[src/rtl/alu_cmd_sequencer_if.sv]
// Command and result handshake bundle between the ALU issue stage and its neighbours.
// The slave side is the sequencer; the master side is the command producer / result consumer.
interface alu_cmd_sequencer_if;
    logic       cmd_valid;
    logic       cmd_ready;
    logic [3:0] cmd_a;
    logic [3:0] cmd_b;
    logic [2:0] cmd_op;
    logic       res_valid;
    logic       res_ready;
    logic [3:0] res_data;
    logic       res_carry;
    logic       res_zero;
    logic [2:0] res_op;

    modport master (
        output cmd_valid, cmd_a, cmd_b, cmd_op, res_ready,
        input  cmd_ready, res_valid, res_data, res_carry, res_zero, res_op
    );

    modport slave (
        input  cmd_valid, cmd_a, cmd_b, cmd_op, res_ready,
        output cmd_ready, res_valid, res_data, res_carry, res_zero, res_op
    );
endinterface

[src/rtl/alu_cmd_sequencer.sv]
// Issue stage for the 4-bit combinational ALU: queues {a,b,op} commands, holds the ALU
// inputs for SETTLE cycles, captures result/carry and offers it on a valid/ready port.
module alu_cmd_sequencer #(
    parameter int DEPTH  = 4,
    parameter int SETTLE = 1
) (
    input  logic                clk_i,
    input  logic                rst_i,
    alu_cmd_sequencer_if.slave  bus,
    output logic [3:0]          alu_a_o,
    output logic [3:0]          alu_b_o,
    output logic [2:0]          alu_sel_o,
    input  logic [3:0]          alu_result_i,
    input  logic                alu_carry_i,
    output logic                busy_o
);
    localparam int AW = $clog2(DEPTH);
    localparam int CW = $clog2(SETTLE + 1);

    typedef enum logic [1:0] {ST_IDLE, ST_SETTLE, ST_OUT} state_t;

    logic [10:0]   mem_q [DEPTH];
    logic [AW-1:0] wrPtr_q, wrPtr_d, rdPtr_q, rdPtr_d;
    logic [AW:0]   count_q, count_d;
    state_t        state_q, state_d;
    logic [CW-1:0] cnt_q, cnt_d;
    logic [3:0]    aluA_q, aluA_d, aluB_q, aluB_d;
    logic [2:0]    aluSel_q, aluSel_d;
    logic          resValid_q, resValid_d;
    logic [3:0]    resData_q, resData_d;
    logic          resCarry_q, resCarry_d;
    logic          resZero_q, resZero_d;
    logic [2:0]    resOp_q, resOp_d;
    logic          push, pop, empty, full;
    logic [10:0]   head;

    assign full  = (count_q == (AW + 1)'(DEPTH));
    assign empty = (count_q == '0);
    assign push  = bus.cmd_valid && !full;
    assign head  = mem_q[rdPtr_q];

    // Storage carries no reset; the pointers and count alone define what is valid.
    always_ff @(posedge clk_i) begin
        if (push) begin
            mem_q[wrPtr_q] <= {bus.cmd_a, bus.cmd_b, bus.cmd_op};
        end
    end

    always_comb begin
        state_d    = state_q;
        cnt_d      = cnt_q;
        aluA_d     = aluA_q;
        aluB_d     = aluB_q;
        aluSel_d   = aluSel_q;
        resValid_d = resValid_q;
        resData_d  = resData_q;
        resCarry_d = resCarry_q;
        resZero_d  = resZero_q;
        resOp_d    = resOp_q;
        pop        = 1'b0;

        case (state_q)
            ST_IDLE: begin
                if (!empty) begin
                    pop                          = 1'b1;
                    {aluA_d, aluB_d, aluSel_d}   = head;
                    cnt_d                        = CW'(SETTLE);
                    state_d                      = ST_SETTLE;
                end
            end
            ST_SETTLE: begin
                cnt_d = cnt_q - CW'(1);
                if (cnt_q == CW'(1)) begin
                    resValid_d = 1'b1;
                    resData_d  = alu_result_i;
                    resCarry_d = alu_carry_i;
                    resZero_d  = (alu_result_i == 4'h0);
                    resOp_d    = aluSel_q;
                    state_d    = ST_OUT;
                end
            end
            ST_OUT: begin
                // A waiting command is issued on the same edge the result is taken.
                if (bus.res_ready) begin
                    resValid_d = 1'b0;
                    if (!empty) begin
                        pop                        = 1'b1;
                        {aluA_d, aluB_d, aluSel_d} = head;
                        cnt_d                      = CW'(SETTLE);
                        state_d                    = ST_SETTLE;
                    end else begin
                        state_d = ST_IDLE;
                    end
                end
            end
            default: state_d = ST_IDLE;
        endcase

        wrPtr_d = push ? wrPtr_q + AW'(1) : wrPtr_q;
        rdPtr_d = pop  ? rdPtr_q + AW'(1) : rdPtr_q;
        case ({push, pop})
            2'b10:   count_d = count_q + (AW + 1)'(1);
            2'b01:   count_d = count_q - (AW + 1)'(1);
            default: count_d = count_q;
        endcase
    end

    always_ff @(posedge clk_i) begin
        if (rst_i) begin
            state_q    <= ST_IDLE;
            cnt_q      <= '0;
            wrPtr_q    <= '0;
            rdPtr_q    <= '0;
            count_q    <= '0;
            aluA_q     <= '0;
            aluB_q     <= '0;
            aluSel_q   <= '0;
            resValid_q <= 1'b0;
            resData_q  <= '0;
            resCarry_q <= 1'b0;
            resZero_q  <= 1'b0;
            resOp_q    <= '0;
        end else begin
            state_q    <= state_d;
            cnt_q      <= cnt_d;
            wrPtr_q    <= wrPtr_d;
            rdPtr_q    <= rdPtr_d;
            count_q    <= count_d;
            aluA_q     <= aluA_d;
            aluB_q     <= aluB_d;
            aluSel_q   <= aluSel_d;
            resValid_q <= resValid_d;
            resData_q  <= resData_d;
            resCarry_q <= resCarry_d;
            resZero_q  <= resZero_d;
            resOp_q    <= resOp_d;
        end
    end

    assign bus.cmd_ready = !full;
    assign bus.res_valid = resValid_q;
    assign bus.res_data  = resData_q;
    assign bus.res_carry = resCarry_q;
    assign bus.res_zero  = resZero_q;
    assign bus.res_op    = resOp_q;
    assign alu_a_o       = aluA_q;
    assign alu_b_o       = aluB_q;
    assign alu_sel_o     = aluSel_q;
    assign busy_o        = (state_q != ST_IDLE) || !empty;
endmodule
[src/flat_wrapper.sv]
// flat-port wrapper written by rule: the top's interface ports become plain ports
module alu_cmd_sequencer_flat 
#(
    parameter int DEPTH  = 4,
    parameter int SETTLE = 1
)
  (clk_i, rst_i, alu_a_o, alu_b_o, alu_sel_o, alu_result_i, alu_carry_i, busy_o, bus_cmd_valid, bus_cmd_a, bus_cmd_b, bus_cmd_op, bus_res_ready, bus_cmd_ready, bus_res_valid, bus_res_data, bus_res_carry, bus_res_zero, bus_res_op);
  alu_cmd_sequencer_if bus_i ();
  input  logic clk_i;
  input  logic rst_i;
  output logic [3:0] alu_a_o;
  output logic [3:0] alu_b_o;
  output logic [2:0] alu_sel_o;
  input  logic [3:0] alu_result_i;
  input  logic alu_carry_i;
  output logic busy_o;
  input wire logic [$bits(bus_i.cmd_valid)-1:0] bus_cmd_valid;
  input wire logic [$bits(bus_i.cmd_a)-1:0] bus_cmd_a;
  input wire logic [$bits(bus_i.cmd_b)-1:0] bus_cmd_b;
  input wire logic [$bits(bus_i.cmd_op)-1:0] bus_cmd_op;
  input wire logic [$bits(bus_i.res_ready)-1:0] bus_res_ready;
  output wire logic [$bits(bus_i.cmd_ready)-1:0] bus_cmd_ready;
  output wire logic [$bits(bus_i.res_valid)-1:0] bus_res_valid;
  output wire logic [$bits(bus_i.res_data)-1:0] bus_res_data;
  output wire logic [$bits(bus_i.res_carry)-1:0] bus_res_carry;
  output wire logic [$bits(bus_i.res_zero)-1:0] bus_res_zero;
  output wire logic [$bits(bus_i.res_op)-1:0] bus_res_op;
  assign bus_i.cmd_valid = bus_cmd_valid;
  assign bus_i.cmd_a = bus_cmd_a;
  assign bus_i.cmd_b = bus_cmd_b;
  assign bus_i.cmd_op = bus_cmd_op;
  assign bus_i.res_ready = bus_res_ready;
  assign bus_cmd_ready = bus_i.cmd_ready;
  assign bus_res_valid = bus_i.res_valid;
  assign bus_res_data = bus_i.res_data;
  assign bus_res_carry = bus_i.res_carry;
  assign bus_res_zero = bus_i.res_zero;
  assign bus_res_op = bus_i.res_op;
  alu_cmd_sequencer #(.DEPTH(DEPTH), .SETTLE(SETTLE)) u_core (.clk_i(clk_i), .rst_i(rst_i), .bus(bus_i), .alu_a_o(alu_a_o), .alu_b_o(alu_b_o), .alu_sel_o(alu_sel_o), .alu_result_i(alu_result_i), .alu_carry_i(alu_carry_i), .busy_o(busy_o));
endmodule
[config.mk]
export PLATFORM = sky130hd
export DESIGN_NAME = alu_cmd_sequencer_flat
export DESIGN_NICKNAME = d
export VERILOG_FILES = /design/src/rtl/alu_cmd_sequencer_if.sv /design/src/rtl/alu_cmd_sequencer.sv /design/src/flat_wrapper.sv
export SDC_FILE = /design/constraint.sdc
export NUM_CORES = 1
export LEC_CHECK = 0
export CORE_MARGIN = 5
export CORE_UTILIZATION = 40
export CTS_BUF_LIST = sky130_fd_sc_hd__clkbuf_4 sky130_fd_sc_hd__clkbuf_8
export CTS_CLUSTER_SIZE = 20
export DETAILED_ROUTE_END_ITERATION = 8
export PLACE_DENSITY_LB_ADDON = 0.05
export SETUP_SLACK_MARGIN = 0.15
export SLEW_MARGIN = 10
export SYNTH_ARGS = -nofsm -noshare
export SYNTH_HDL_FRONTEND = slang
export SYNTH_SLANG_ARGS = --single-unit
[constraint.sdc]
create_clock -name clk_i -period 3.95 [get_ports clk_i]
set_clock_uncertainty 0.1 [all_clocks]
set_input_delay 0.79 -clock clk_i [delete_from_list [all_inputs] [get_ports clk_i]]
set_output_delay 0.79 -clock clk_i [all_outputs]
set_load 0.1 [all_outputs]
==> results by group <==
STA
  – F_max: 316 MHz
  – Final hold violation count: 0
  – Setup TNS: 0 ps
  – Fin crit period: 3170 ps
  – RSZ-0062 raised after global routing: false
  – Actual slew at the worst max-slew pin: 980 ps
  – Slew Viols, Final: 0
  – Slew margin rel.: 34.5%
  – Hold WS: 380 ps
  – Crit share post-route: 80.2%
  – Final setup violation count: 0

Synthesis
  – Synth top area share: 43.4%
  – Commonest register cell after synthesis: edfxtp_1
  – Mapped Cells: 216
  – Unique masters post-synth: 34
  – Synth warn: 0
  – Mapped Area: 0.00305 mm²
  – Ys async rst share: 0%
  – Post-synth EDFFs: 44
  – #FFs+latches synth: 77
  – Top cell type by total area after synthesis: edfxtp_1
  – Most frequent cell after synthesis: edfxtp_1
  – Net Count, Synth: 242
  – Top post-synthesis cells by count: edfxtp_1 (44), dfxtp_1 (33), a21oi_1 (20)
  – Sequential share of the synthesized area: 65.1%
  – Avg Cell Area, Syn: 14.1 µm²
  – Synth area leaders: edfxtp_1 (43%), dfxtp_1 (22%), mux4_2 (8.1%)

Clock tree
  – Cts bufs inserted: 9
  – TritonCTS clock tree: yes
  – Clk buf depth: 2
  – Post-cts sizing count: 0
  – H-tree depth: 3
  – CTS Root Cell: clkbuf_8
  – Buffer count from post-CTS setup fixing: 0
  – Skew-Pair Late Insertion Delay: 340 ps
  – Worst-path clk slew: 80 ps
  – CTS Hold Buffers Added: 0
  – CTS Sinks: 77

Final layout
  – Fill cells: 621
  – Antenna Cells: 0
  – Area grow syn2layout: 23.3%
  – Non-filler cells, final: 361
  – Nets: 283
  – Ratio of cells with drive above 1 in the final layout: 13.0%
  – Register area: 0.00198 mm²
  – Fin util: 51.3%
  – Footprint of the multi-input gates: 956 µm²

Setup path
  – Setup crit start: u_core.count_q[2]$_SDFFE_PP0P_
  – Arr. time, crit path: 2280 ps
  – Largest fanout on the critical path: 10
  – CP startpoint kind: flop
  – Setup CP Type: flop to primary output
  – Reg-to-Reg End: u_core.count_q[2]$_SDFFE_PP0P_
  – Critical Path RT: 3060 ps
  – CP endpoint kind: primary output
  – R2R depth: 9
  – Worst reg2reg startpoint: u_core.state_q[0]$_SDFFE_PP0P_
  – CP endpoint: bus_cmd_ready
  – R2r setup slk: 1310 ps

Detailed routing
  – Via/cell ratio: 5.06
  – Via count: 1828
  – Initial drt markers: 90
  – Drc violations: 0
  – DRT antenna net count: 0
  – WL final: 6020 µm
  – Routed wire per std cell: 16.7 µm
  – DRT Pass-1 Iters: 4

Floorplan
  – Initial Util: 41.6%
  – Die Y: 97.3 µm
  – Die X: 97.3 µm
  – Die Area: 0.00946 mm²
  – Core Footprint: 0.00733 mm²
  – # IOs: 43
  – # rows: 31

Hold path
  – Hold Crit Class: flop to flop

Power
  – P_leak: 1.36 nW
  – P per Cell Area: 775 mW/mm²
  – VDD IR max: 0.000332 V

GRT
  – All-layer global routing usage: 13.5%
  – Initial antenna violation count: 0
  – Grt ovf: 0
  – First-pass GRT wire length: 10000 µm
  – Vias in the first global route: 1863
  – Largest net degree at the start of global routing: 34

Place
  – Final GP Congestion: 0.695
  – IO Port Bufs: 42
  – Dpl cells: 345
  – Post-DP HPWL: 3880 µm

Run
  – Max-Cap Viols: 0

Outcome
  – Status: finished clean
per-stage QoR:
stage	power [mW]	cell area [µm²]	setup WS (ps)
detailed placement	2.28	3530	784
global route	3.07	3760	662
finish	2.91	3760	781
CTS	2.94	3760	753
floorplan	2.01	3050	1440
global placement	2.28	3530	806
critical path, stage by stage, from the launching register on:
cell and delay (ps):
dfxtp_1 400, or3b_1 510, clkdlybuf4s50_1 1020
state kept, by name (all words and copies together), names as in the netlist, 2 cells and up, named ones only:
| register | count |
|---|---|
| u_core.wrPtr_q | 2 |
| u_core.bus.res_data | 4 |
| u_core.count_q | 3 |
| u_core.rdPtr_q | 2 |
| u_core.alu_b_o | 4 |
| u_core.alu_a_o | 4 |
| u_core.state_q | 2 |
| u_core.bus.res_op | 3 |
| u_core.mem_q | 44 |
| u_core.alu_sel_o | 3 |
placed cells by master, fill, tap and decap left out, types with 2 or more instances in the layout:
cell type        Yosys  final
bufinv_16            0      2
inv_1                8      8
nand3_1              4      4
nand2b_1             3      3
nor2_1              15     15
ha_1                 5      5
a21oi_1             20     20
clkdlybuf4s50_1      0     41
inv_6                0      2
clkbuf_8             0      9
mux4_2              11     11
or3_1                3      3
xor2_1               2      2
o31ai_1             12     12
edfxtp_1            44     44
mux2i_1              9      9
nand4_1             12     12
a21o_1               2      2
and3_1               4      4
dfxtp_1             33     33
buf_4                0      4
power breakdown:
part	switching, mW	total (mW)	internal [mW]
clock network	0.294	0.663	0.368
logic	0.792	1.15	0.355
registers	0.123	1.10	0.979
total	1.21	2.91	1.70
cell type report:
class                   count  area share, %
repair buffers             45           11.7
flip-flops and latches     77           52.7
multi-input cells         116           25.4
clock buffers              10           3.50
well taps                  99           3.30
inverters                   8          0.799
clock inverters             6           2.50
worst min-delay path by stage:
stage | from | to | slack, ps | cells past startpoint
floorplan | u_core.rdPtr_q[0]$_SDFFE_PP0P_ | flop | 380 | 2
global placement | u_core.alu_b_o[1]$_SDFFE_PP0P_ | u_core.alu_b_o[1]$_SDFFE_PP0P_ | 360 | 2
detailed placement | u_core.alu_b_o[0]$_SDFFE_PP0P_ | u_core.alu_b_o[0]$_SDFFE_PP0P_ | 370 | 2
CTS | u_core.alu_b_o[0]$_SDFFE_PP0P_ | u_core.alu_b_o[0]$_SDFFE_PP0P_ | 380 | 2
global route | u_core.alu_b_o[1]$_SDFFE_PP0P_ | u_core.alu_b_o[1]$_SDFFE_PP0P_ | 390 | 2
finish | u_core.alu_b_o[0]$_SDFFE_PP0P_ | u_core.alu_b_o[0]$_SDFFE_PP0P_ | 380 | 2
per-layer routing:
layer / routed length (µm) / part of all wire (%) / vias up / track usage (%)
li1: - / - / 899 / -
met4: 65 / 1.1 / 0 / 3.30
met5: 0 / 0 / - / 0
met1: 2810 / 47 / 881 / 17.4
met3: 287 / 4.8 / 6 / 5.46
met2: 2860 / 47 / 42 / 21.3
cells by family (layout without fill, tap and decap cells):
group                    count (synthesis)  in the layout  synth area share (%)
buffers and inverters                   23             69                  3.57
flip-flops                              77             77                  65.1
adder cells (fa/ha/maj)                  6              6                  2.71
multiplexers                            21             21                  11.5
XOR/XNOR                                 2              2                 0.575
AO/OA/AOI/OAI                           38             38                  7.72
AND/OR/NAND/NOR                         49             49                  8.91
No activity file was read; power rests on OpenSTA's default activity.
==> RTL edit: new RTL, same flow settings <==
Encoding of `state_t`: now one-hot (3 bits for 3 states).
--- a/src/rtl/alu_cmd_sequencer.sv
+++ b/src/rtl/alu_cmd_sequencer.sv
@@ -17,7 +17,7 @@
     localparam int AW = $clog2(DEPTH);
     localparam int CW = $clog2(SETTLE + 1);
 
-    typedef enum logic [1:0] {ST_IDLE, ST_SETTLE, ST_OUT} state_t;
+    typedef enum logic [2:0] {ST_IDLE = 3'b001, ST_SETTLE = 3'b010, ST_OUT = 3'b100} state_t;
 
     logic [10:0]   mem_q [DEPTH];
     logic [AW-1:0] wrPtr_q, wrPtr_d, rdPtr_q, rdPtr_d;
Function: no difference found for any inputs over 10 cycles, from zero or initial values and one cycle with rst_i high; not proved beyond that.
==> RTL edit against the unedited design <==
Sequential cell count increased by 1; routed wire length grew 7.6%; design area grew 6.2%; fmax grew 1.0%; largest power group unchanged; setup slack better by 0.032 ns; register-to-register slack about the same; final cell count increased by 10%; area after synthesis up 8.2%; total power is 6.4% higher.
==> RTL edit: results (changes against the unedited design) <==
* Distinct cells, synth at 45 (+32%)
* Lkg Pwr at 1.36 nW (-0.14%)
* Synthesized-area fraction occupied by ao, oa, aoi and oai cells at 10.4% (+2.7 points)
* Post-Synth XOR/XNOR Area at 0.532% (-0.043 points)
* Layout cell share with drive strength beyond 1 at 14.0% (+1.0 points)
* Peak supply drop at 0.312 mV (-6.1%)
* Syn nets at 279 (+15%)
* Post-synthesis mux area share at 8.77% (-2.7 points)
* First-pass GRT wire length at 10.7 mm (+7.3%)
* GR Util All Layers at 13.7% (+0.24 points)
* Via count of the first global-routing pass at 1982 (+6.4%)
* Post-synth top cells: 44 x edfxtp_1, 34 x dfxtp_1, 19 x nand2_1, 14 x a21oi_1, 13 x nand3_1
* Pre-CTS setup slack at 0.477 ns (-0.308 ns)
* CP arrival at 3.31 ns (+1.03 ns)
* Post-synth ARST share at 0% (unchanged)
* Status: finished, final reports clean
* Total power per unit cell area at 777 mW/mm² (+0.17%)
* Switching power at 0.00134 W (+10%)
* # nets final at 314 (+11%)
* Synth Area in Adders at 2.51% (-0.20 points)
* Drt initial violations at 100 (+11%)
* Post-synthesis sequential area ratio at 60.7% (-4.3 points)
* Clk power at 0.000677 W (+2%)
* Via Count at 2067 (+13%)
* Crit path max fanout at 13 (+3)
* DR WL/cell at 16.3 µm (-2.4%)
* Worst-Margin Slew at 0.975 ns (-0.00433 ns)
* Top cells by area, synth: edfxtp_1 40%, dfxtp_1 21%, mux4_2 7.5%
* Post-CTS resize count at 0 (unchanged)
* Gpl congestion at 0.726 (+4.5%)
* Hpwl dp at 4.31 mm (+11%)
* Logic pwr share at 40.5% (+1.1 points)
[RTL edit: cell types whose count changed after synthesis, moves of 3 or more]
cell       delta
nand2_1      +18
o2111ai_1    +11
o211ai_1     +11
o31ai_1      -11
mux2i_1       -9
nand3_1       +9
nor2_1        -7
a21oi_1       -6
clkbuf_1      +4
buf_2         +3
[RTL edit: critical path, cell delays in order]
cell and delay, ns:
clkdlybuf4s50_1 0.59, nand3b_4 0.21, a211o_2 0.41, inv_2 0.10, ha_1 0.18, inv_1 0.06, fa_1 0.37, xor2_1 0.15
or3_1 0.30, a21oi_1 0.15
[RTL edit: final timing paths]
path	startpoint	to	slack [ns]
worst max-delay path	bus_res_ready	u_core.count_q[2]	0.81
worst min-delay path	u_core.bus.res_data[1]	u_core.bus.res_data[1]	0.36
worst max register to register	u_core.state_q[2]	u_core.count_q[2]	1.31
worst min register to register	u_core.bus.res_data[1]	u_core.bus.res_data[1]	0.36
[RTL edit: routing by layer]
metal	routed length [µm]	global-route usage (%)	up-vias	part of all wire [%]
met5	0	0	-	0
met4	64	4.66	0	0.99
met3	334	3.53	8	5.2
met2	2870	19.5	48	44
met1	3210	20.2	969	50
li1	-	-	1042	-
[RTL edit: cell type report]
class | instances | area, µm² | area share [%]
Timing Repair Buffer | 45 | 438 | 11.0
Multi-Input combinational cell | 145 | 1160 | 29.0
Tap cell | 105 | 131 | 3.29
Clock inverter | 7 | 104 | 2.60
Clock buffer | 9 | 124 | 3.10
Sequential cell | 78 | 2000 | 50.2
Inverter | 9 | 33.8 | 0.846
[RTL edit: stage by stage]
stage               hold slack [ns]  instances
CTS                           0.361        398
floorplan                     0.385        253
finish                        0.357        398
detailed placement            0.348        382
global route                  0.381        398
global placement              0.341        382
